File: config.mk
export PLATFORM = sky130hd
export DESIGN_NAME = board_selftest
export DESIGN_NICKNAME = d
export VERILOG_FILES = /design/src/rtl/board_pkg.sv /design/src/rtl/hex7seg.sv /design/src/rtl/board_selftest.sv
export SDC_FILE = /design/constraint.sdc
export NUM_CORES = 1
export LEC_CHECK = 0
export CORE_UTILIZATION = 33
export DETAILED_ROUTE_END_ITERATION = 6
export DONT_BUFFER_PORTS = 1
export PLACE_DENSITY = 0.58
export REMOVE_ABC_BUFFERS = 1
export SLEW_MARGIN = 0
export SYNTH_ARGS = -nofsm -noshare
export SYNTH_HDL_FRONTEND = slang
export SYNTH_SLANG_ARGS = --single-unit
File: constraint.sdc
create_clock -name hz100 -period 4.1 [get_ports hz100]
set_input_delay 0.82 -clock hz100 [delete_from_list [all_inputs] [get_ports hz100]]
set_output_delay 0.82 -clock hz100 [all_outputs]
set_load 0.03 [all_outputs]
File: src/rtl/board_pkg.sv
// Shared definitions for the board self-test: mode encoding, seven-segment table, defaults.
package board_pkg;

  localparam int unsigned DEF_NPB        = 20;
  localparam int unsigned DEF_DB_CYCLES  = 4;
  localparam int unsigned DEF_SCROLL_DIV = 25;

  typedef enum logic [1:0] {
    ModePass  = 2'd0,
    ModeWalk  = 2'd1,
    ModeCount = 2'd2
  } mode_e;

  // Segment patterns {dp,g,f,e,d,c,b,a}, entry 15 first.
  localparam logic [15:0][7:0] SEG_TABLE = {
    8'h71, 8'h79, 8'h5E, 8'h39, 8'h7C, 8'h77, 8'h6F, 8'h7F,
    8'h07, 8'h7D, 8'h6D, 8'h66, 8'h4F, 8'h5B, 8'h06, 8'h3F
  };

endpackage

File: src/rtl/hex7seg.sv
// Combinational hex nibble to seven-segment decoder.
module hex7seg
  import board_pkg::*;
(
  input  logic [3:0] i_nib,
  output logic [7:0] o_seg
);

  assign o_seg = SEG_TABLE[i_nib];

endmodule

File: src/rtl/board_selftest.sv
// Board self-test: debounced pushbuttons drive LEDs/segments in PASS, WALK and COUNT modes.
module board_selftest
  import board_pkg::*;
#(
  parameter int unsigned NPB        = DEF_NPB,
  parameter int unsigned DB_CYCLES  = DEF_DB_CYCLES,
  parameter int unsigned SCROLL_DIV = DEF_SCROLL_DIV
) (
  input  logic           hz100,
  input  logic           reset,
  input  logic [NPB-1:0] PB,
  output logic [7:0]     RIGHT,
  output logic [7:0]     LEFT,
  output logic           RED,
  output logic           GREEN,
  output logic           BLUE,
  output logic [7:0]     SS0,
  output logic [7:0]     SS1,
  output logic [7:0]     SS2,
  output logic [7:0]     SS3,
  output logic [7:0]     SS4,
  output logic [7:0]     SS5,
  output logic [7:0]     SS6,
  output logic [7:0]     SS7
);

  logic [NPB-1:0] r_sync1, r_sync2, r_db, r_db_prev;
  logic [7:0]     r_db_cnt [NPB];

  always_ff @(posedge hz100) begin
    if (reset) begin
      r_sync1   <= '0;
      r_sync2   <= '0;
      r_db      <= '0;
      r_db_prev <= '0;
      for (int i = 0; i < NPB; i++) r_db_cnt[i] <= '0;
    end else begin
      r_sync1   <= PB;
      r_sync2   <= r_sync1;
      r_db_prev <= r_db;
      // Counter tracks consecutive cycles of disagreement; any agreement restarts it.
      for (int i = 0; i < NPB; i++) begin
        if (r_sync2[i] != r_db[i]) begin
          if (r_db_cnt[i] == 8'(DB_CYCLES - 1)) begin
            r_db[i]     <= r_sync2[i];
            r_db_cnt[i] <= '0;
          end else begin
            r_db_cnt[i] <= r_db_cnt[i] + 8'd1;
          end
        end else begin
          r_db_cnt[i] <= '0;
        end
      end
    end
  end

  logic [NPB-1:0] w_rise;
  logic           w_mode_adv, w_cnt_rise;
  assign w_rise     = r_db & ~r_db_prev;
  assign w_mode_adv = w_rise[NPB-1];
  assign w_cnt_rise = |w_rise[NPB-2:0];

  mode_e       r_mode;
  logic [15:0] r_ring, r_tick, r_count;
  logic [2:0]  r_seg;

  always_ff @(posedge hz100) begin
    if (reset) begin
      r_mode  <= ModePass;
      r_ring  <= '0;
      r_tick  <= '0;
      r_seg   <= '0;
      r_count <= '0;
    end else if (w_mode_adv) begin
      // Mode change takes priority over any simultaneous count rise.
      case (r_mode)
        ModePass: begin
          r_mode <= ModeWalk;
          r_ring <= 16'h0001;
          r_tick <= '0;
          r_seg  <= '0;
        end
        ModeWalk: begin
          r_mode  <= ModeCount;
          r_count <= '0;
        end
        default: r_mode <= ModePass;
      endcase
    end else begin
      if (r_mode == ModeWalk) begin
        if (r_tick == 16'(SCROLL_DIV - 1)) begin
          r_tick <= '0;
          r_ring <= {r_ring[14:0], r_ring[15]};
          r_seg  <= r_seg + 3'd1;
        end else begin
          r_tick <= r_tick + 16'd1;
        end
      end
      if (r_mode == ModeCount && w_cnt_rise) r_count <= r_count + 16'd1;
    end
  end

  logic [7:0] w_hex [4];
  for (genvar g = 0; g < 4; g++) begin : g_hex
    hex7seg u_hex (
      .i_nib(r_count[4*g +: 4]),
      .o_seg(w_hex[g])
    );
  end

  logic [7:0] w_right, w_left;
  logic [2:0] w_rgb;
  logic [7:0] w_ss [8];

  always_comb begin
    w_right = '0;
    w_left  = '0;
    w_rgb   = '0;
    for (int k = 0; k < 8; k++) w_ss[k] = '0;
    case (r_mode)
      ModePass: begin
        w_right = r_db[7:0];
        w_left  = r_db[15:8];
        w_rgb   = r_db[18:16];
        for (int k = 0; k < 4; k++) w_ss[k] = r_db[k +: 8];
        for (int k = 4; k < 8; k++) w_ss[k] = r_db[k+5 +: 8];
      end
      ModeWalk: begin
        {w_left, w_right} = r_ring;
        w_rgb             = 3'b010;
        for (int k = 0; k < 8; k++) w_ss[k] = 8'd1 << r_seg;
      end
      default: begin
        {w_left, w_right} = r_count;
        w_rgb             = 3'b001;
        for (int k = 0; k < 4; k++) w_ss[k] = w_hex[k];
      end
    endcase
  end

  always_ff @(posedge hz100) begin
    if (reset) begin
      RIGHT <= '0;
      LEFT  <= '0;
      {RED, GREEN, BLUE} <= '0;
      {SS7, SS6, SS5, SS4, SS3, SS2, SS1, SS0} <= '0;
    end else begin
      RIGHT <= w_right;
      LEFT  <= w_left;
      {RED, GREEN, BLUE} <= w_rgb;
      {SS7, SS6, SS5, SS4, SS3, SS2, SS1, SS0} <=
          {w_ss[7], w_ss[6], w_ss[5], w_ss[4], w_ss[3], w_ss[2], w_ss[1], w_ss[0]};
    end
  end

endmodule
**Yosys cells after proc, flatten, opt, wreduce, memory -nomap -nowiden**

Memories as Yosys holds them, arrays and structs flattened. A register that Yosys moved wholly into a read port is not among the register bits.
Cells that the tools add are included.

- Memory bits (read-only): 512
- Word-level logic and storage cells: 525
- Bits in registers: 216
- Output and inout port bits: 83
- RAM bits: 160
- Memories: 5
- Input port bits: 22

Memory list:

| memory | words | bits a word | read ports | clocked after memory_dff | write ports | RTL line | RTL |
|---|---|---|---|---|---|---|---|
| r_db_cnt | 20 | 8 | 20 | 0 | 20 | board_selftest.sv:28 | `logic [7:0] r_db_cnt [NPB];` |
| (no name shown) | 16 | 8 | 1 | 1 | 0 | hex7seg.sv:9 | `assign o_seg = SEG_TABLE[i_nib];` |
| (no name shown) | 16 | 8 | 1 | 1 | 0 | hex7seg.sv:9 |  |
| (no name shown) | 16 | 8 | 1 | 1 | 0 | hex7seg.sv:9 |  |
| (no name shown) | 16 | 8 | 1 | 1 | 0 | hex7seg.sv:9 |  |

- Shifts and indexed selects: 1
- Muxes and demuxes: 315
- Bitwise operators: 62
- Equal/unequal tests: 45
- Reduce and logical (&&, ||, !) cells: 29
- Magnitude comparators: 4
- Add/sub/neg operators: 23

Operators with widths:

| kind | number |
|---|---|
| 8-bit two-way mux | 64 |
| 1-bit two-way mux | 222 |
| 16-bit two-way mux | 11 |
| 8-bit by 1-bit adder with 8-bit output, second input constant | 20 |
| 8-bit by 2-bit == test with 1-bit output, second input constant | 20 |
| 32-bit case mux with 2 select lines | 2 |
| 1-bit bitwise OR | 60 |
| 2-bit AND reduction | 22 |
| 16-bit by 1-bit adder with 16-bit output, second input constant | 2 |
| 4-bit two-way mux | 8 |
| 8-bit case mux with 2 select lines | 2 |
| 20-bit bitwise AND | 1 |
| 4-bit by 5-bit < comparator with 1-bit output, second input constant | 4 |
| 1-bit != test | 20 |
| 20-bit NOT | 1 |
| 19-bit OR reduction | 1 |
| 16-bit by 5-bit == test with 1-bit output, second input constant | 1 |
| 3-bit two-way mux | 4 |
| 1-bit by 3-bit << shifter with 8-bit output, first input constant | 1 |
| 3-bit case mux with 2 select lines | 1 |
| 2-bit nonzero test | 3 |
| 2-bit by 1-bit != test with 1-bit output, second input constant | 2 |
| 2-bit case mux with 2 select lines | 1 |
| 3-bit by 1-bit adder with 3-bit output, second input constant | 1 |
| other kinds (5) | 5 |

**Depth between registers and ports, before layout**

- Depth after elaboration: 8
- Depth in mapped cells: 12
- Depth with buffers taken out: 11

**Modules after synthesis**

A second synthesis with hierarchy kept.

- Cell total of the unflattened synthesis: 1694
- Area total of the unflattened synthesis: 17150.2 um^2

Modules (own cells, without submodules):

| module | area each (um^2) | instances | sequential area each (um^2) | cells an instance |
|---|---|---|---|---|
| board_selftest | 15956.6 | 1 | 9128.8 | 1554 |
| hex7seg (g_hex[0].u_hex ...) | 299.0 | 2 | 0.0 | 35 |
| hex7seg (g_hex[1].u_hex) | 301.5 | 1 | 0.0 | 35 |
| hex7seg (g_hex[2].u_hex) | 294.0 | 1 | 0.0 | 35 |

**Least setup slack after synthesis**

No wires, ideal clock.

- Path kind: register to register
- Start point: register r_db[7]
- End point: register g_hex[1].u_hex.o_seg[5] (netlist name)
- Buffers on the path: 1
- Period minus slack after synthesis: 2674 ps
- Path slack: 1426 ps
- Arrival time: 2603 ps
- Library setup time: 72 ps
- Stages on the path, launching flop included: 10
- Path through: dfxtp_1 > a222oi_1 > buf_4 > a2111oi_0 > xnor2_1 > nor2_1 > inv_1 > ha_1 > mux2_2 > a2bb2oi_1

RTL lines:

| element | RTL line | RTL |
|---|---|---|
| start: declaration | board_selftest.sv:27 | `logic [NPB-1:0] r_sync1, r_sync2, r_db, r_db_prev;` |
| start signal: indexed assignment | board_selftest.sv:45 | `r_db[i] <= r_sync2[i];` |

==> results.json <==
{
  "cpMaxStageDelayCell": "sky130_fd_sc_hd__mux2i_1",
  "ant_nets": 0,
  "tightestPinTransition_ns": 0.991,
  "setup_viol": 0,
  "period_share_pct": 76.8,
  "worst_path_dominant_cell_family": "simple AND/OR/NAND/NOR gates",
  "dr.first_iter.drc_count": 880,
  "ios": 105,
  "clkSinkCount": 404,
  "cp.arrival_ns": 3.62,
  "tritoncts": "yes",
  "top_signal_layer_used": "met5",
  "numPortBuffers": 0,
  "setup.worst_path.end_class": "flip-flop",
  "met3WireLength_um": 2150,
  "synthArstFlopShare_pct": 0,
  "insertion_delay_ns": 0.58,
  "power-per-cell-area_nw_per_um2": 420,
  "finalWeightedCongestion": 0.858,
  "floorplan.initialDensity_pct": 33.3,
  "critPathKind": "reg2reg",
  "drive_gt1_share_pct": 6.82,
  "syn_area_per_cell_um2": 10.1,
  "grt_overflow_total": 0,
  "tritoncts.num_buffers": 46,
  "mean_number_of_vias_per_cell": 4.78,
  "cts.hold.buffers_added": 0,
  "grt_start_max_net_pins": 217,
  "synth.cell_area_um2": 17900,
  "detailed_placement_hpwl_um": 29200,
  "max_fclk_ghz": 0.318,
  "grt_first_pass_wirelength_um": 66300,
  "global_route.usage.total_pct": 15.0,
  "ctsHtreeMaxLevel": 2,
  "drv_cap": 0,
  "core_region_area_um2": 53700,
  "final_cell_mix": "271 x sky130_fd_sc_hd__nor2_1, 243 x sky130_fd_sc_hd__dfxtp_1, 160 x sky130_fd_sc_hd__edfxtp_1, 160 x sky130_fd_sc_hd__conb_1, 152 x sky130_fd_sc_hd__nand2_1",
  "post-route-drc-count": 0,
  "synth_seq_area_share_pct": 54.1,
  "static-leakage-power_nw": 7.99,
  "layout.cells.most_common": "sky130_fd_sc_hd__nor2_1",
  "drt-met1-wl_um": 19100,
  "status": "finished, final reports clean",
  "num-nets-final": 2008,
  "drt_wl_total_um": 41500,
  "slew_viol_final": 0,
  "die_h_um": 235,
  "ir_worst_vdd_mv": 0.233,
  "routedWlPerCell_um": 15.6,
  "synthesis.yosys.warnings": 0,
  "path_cells": "nor2b_1 > nor3_1 > nand2_1 > a211oi_2 > mux2i_1 > nor2_1 > a221oi_2",
  "wl_met2_um": 18900,
  "min-delay-path-class": "in2reg",
  "cts_post_setup_buffers_inserted": 0,
  "postCtsResizedCells": 0,
  "die_width_um": 235,
  "clock_tree.buffer_depth": 3,
  "number_of_enable_type_register_cells_in_the_synthesized_netlist": 160,
  "relSlewSlack_pct": 32.1,
  "cp.required_ns": 4.57,
  "postSynthRegisterBits": 404,
  "antenna_found_initial": 3,
  "synthesis.instances": 1766,
  "die_outline_area_um2": 55200,
  "clkSlewWorstSetupHoldPaths_ns": 0.06,
  "critical-path-max-stage-delay_ns": 0.86,
  "syn2layout_area_growth_pct": 16.3,
  "clk_root_buffer_cell": "sky130_fd_sc_hd__clkbuf_16",
  "finalWorstSetupSlack_ns": 0.952,
  "synth_cell_type_count": 68,
  "timing.final.crit_period_ns": 3.15,
  "placement_rows": 85,
  "unrepaired_setup_endpoints_after_global_routing": "false",
  "fin_skew_ns": 0.0280,
  "worstPathBufferInverterCount": 0,
  "first_global_vias": 12300,
  "final_hold_viol_count": 0,
  "tns_ns": 0,
  "postSynth.topFlopCell": "sky130_fd_sc_hd__dfxtp_1",
  "worstPathMaxFanout": 11,
  "dp_slack_ns": 0.942,
  "drtPass1Iterations": 5,
  "setup.worst_path.start_class": "flip-flop",
  "via_count": 12700
}
-- metal layers --
| layer | vias to the layer above | track usage [%] |
|---|---|---|
| li1 | 6318 | - |
| met1 | 6082 | 20.0 |
| met2 | 257 | 23.8 |
| met3 | 74 | 3.30 |
| met4 | 2 | 5.54 |
| met5 | - | 0 |
-- final timing paths --
check,from,endpoint,slack [ns],cells after the start
min,reset,r_sync1[2]$_SDFF_PP0_,0.32,1
max reg2reg,r_db[19]$_SDFFE_PP0P_,g_hex[3].u_hex.o_seg[0]$_DFF_P_,0.95,7
max,r_db[19]$_SDFFE_PP0P_,g_hex[3].u_hex.o_seg[0]$_DFF_P_,0.95,7
min reg2reg,r_sync1[17]$_SDFF_PP0_,r_sync2[17]$_SDFF_PP0_,0.44,1
-- cells in the mapped netlist, types with 5 or more instances --
library cell	count	area (um2)
sky130_fd_sc_hd__a311oi_1	9	78.8
sky130_fd_sc_hd__xor2_1	96	841
sky130_fd_sc_hd__dfxtp_1	244	4880
sky130_fd_sc_hd__inv_1	38	143
sky130_fd_sc_hd__nor2_1	271	1020
sky130_fd_sc_hd__nand2_1	152	571
sky130_fd_sc_hd__nor4b_1	17	149
sky130_fd_sc_hd__nor3b_1	5	37.5
sky130_fd_sc_hd__a22oi_1	10	75.1
sky130_fd_sc_hd__nand4_1	8	50.1
sky130_fd_sc_hd__a31oi_1	25	156
sky130_fd_sc_hd__clkbuf_1	45	169
sky130_fd_sc_hd__o21ai_0	7	35.0
sky130_fd_sc_hd__mux2_2	12	135
sky130_fd_sc_hd__buf_1	5	18.8
sky130_fd_sc_hd__a211oi_1	5	37.5
sky130_fd_sc_hd__nor4_1	6	37.5
sky130_fd_sc_hd__buf_4	6	45.0
sky130_fd_sc_hd__a21oi_1	102	510
sky130_fd_sc_hd__edfxtp_1	160	4800
sky130_fd_sc_hd__a2bb2oi_1	5	43.8
sky130_fd_sc_hd__mux2i_1	47	470
sky130_fd_sc_hd__nor2b_1	80	500
sky130_fd_sc_hd__xnor2_1	51	447
sky130_fd_sc_hd__ha_1	57	713
sky130_fd_sc_hd__and3_1	76	475
sky130_fd_sc_hd__nand3_1	127	636
sky130_fd_sc_hd__nor3_1	29	145
-- registers in the layout, indices dropped and copies added, names as in the netlist, 16 cells and up --
name / flops
r_sync2: 20
r_db: 20
g_hex.u_hex.o_seg: 28
r_db_cnt: 160
r_count: 16
r_tick: 16
r_db_prev: 20
r_ring: 16
r_sync1: 20
-- power by group --
group | internal (mW) | total (mW) | switching [mW]
Clock | 2.51 | 4.19 | 1.68
Sequential | 4.27 | 4.35 | 0.0841
Combinational | 0.0853 | 0.197 | 0.111
-- area by class of cell --
cell class | instances | area, um2
fill | 5255 | 32900
sequential | 404 | 9690
clock buffer | 67 | 1440
multi-input combinational | 1418 | 8390
timing repair buffer | 14 | 105
tap | 696 | 871
inverter | 45 | 186
antenna | 1 | 2.50
clock inverter | 18 | 148
-- metrics by stage --
stage / cells / utilization (%) / hold slack (ns) / power [mW] / instance area, um2
after global placement: 2577 / 35.8 / 0.419 / 4.62 / 19200
after CTS: 2662 / 38.8 / 0.305 / 8.87 / 20800
after detailed placement: 2577 / 35.8 / 0.426 / 4.63 / 19200
final: 2663 / 38.8 / 0.323 / 8.74 / 20800
after global routing: 2663 / 38.8 / 0.300 / 9.08 / 20800
after floorplan: 1867 / - / 0.414 / 4.58 / 18300
-- logic make-up after synthesis --
logic type               after synthesis  synth area share (%)
flip-flops                           404                  54.1
buffers and inverters                103                  2.40
XOR/XNOR                             147                  7.19
other                                  1                0.0209
adder cells (fa/ha/maj)               57                  3.98
AO/OA/AOI/OAI                        193                  6.94
AND/OR/NAND/NOR                      794                  21.2
multiplexers                          67                  4.19
Note: power is estimated with default switching activity, not from simulation.
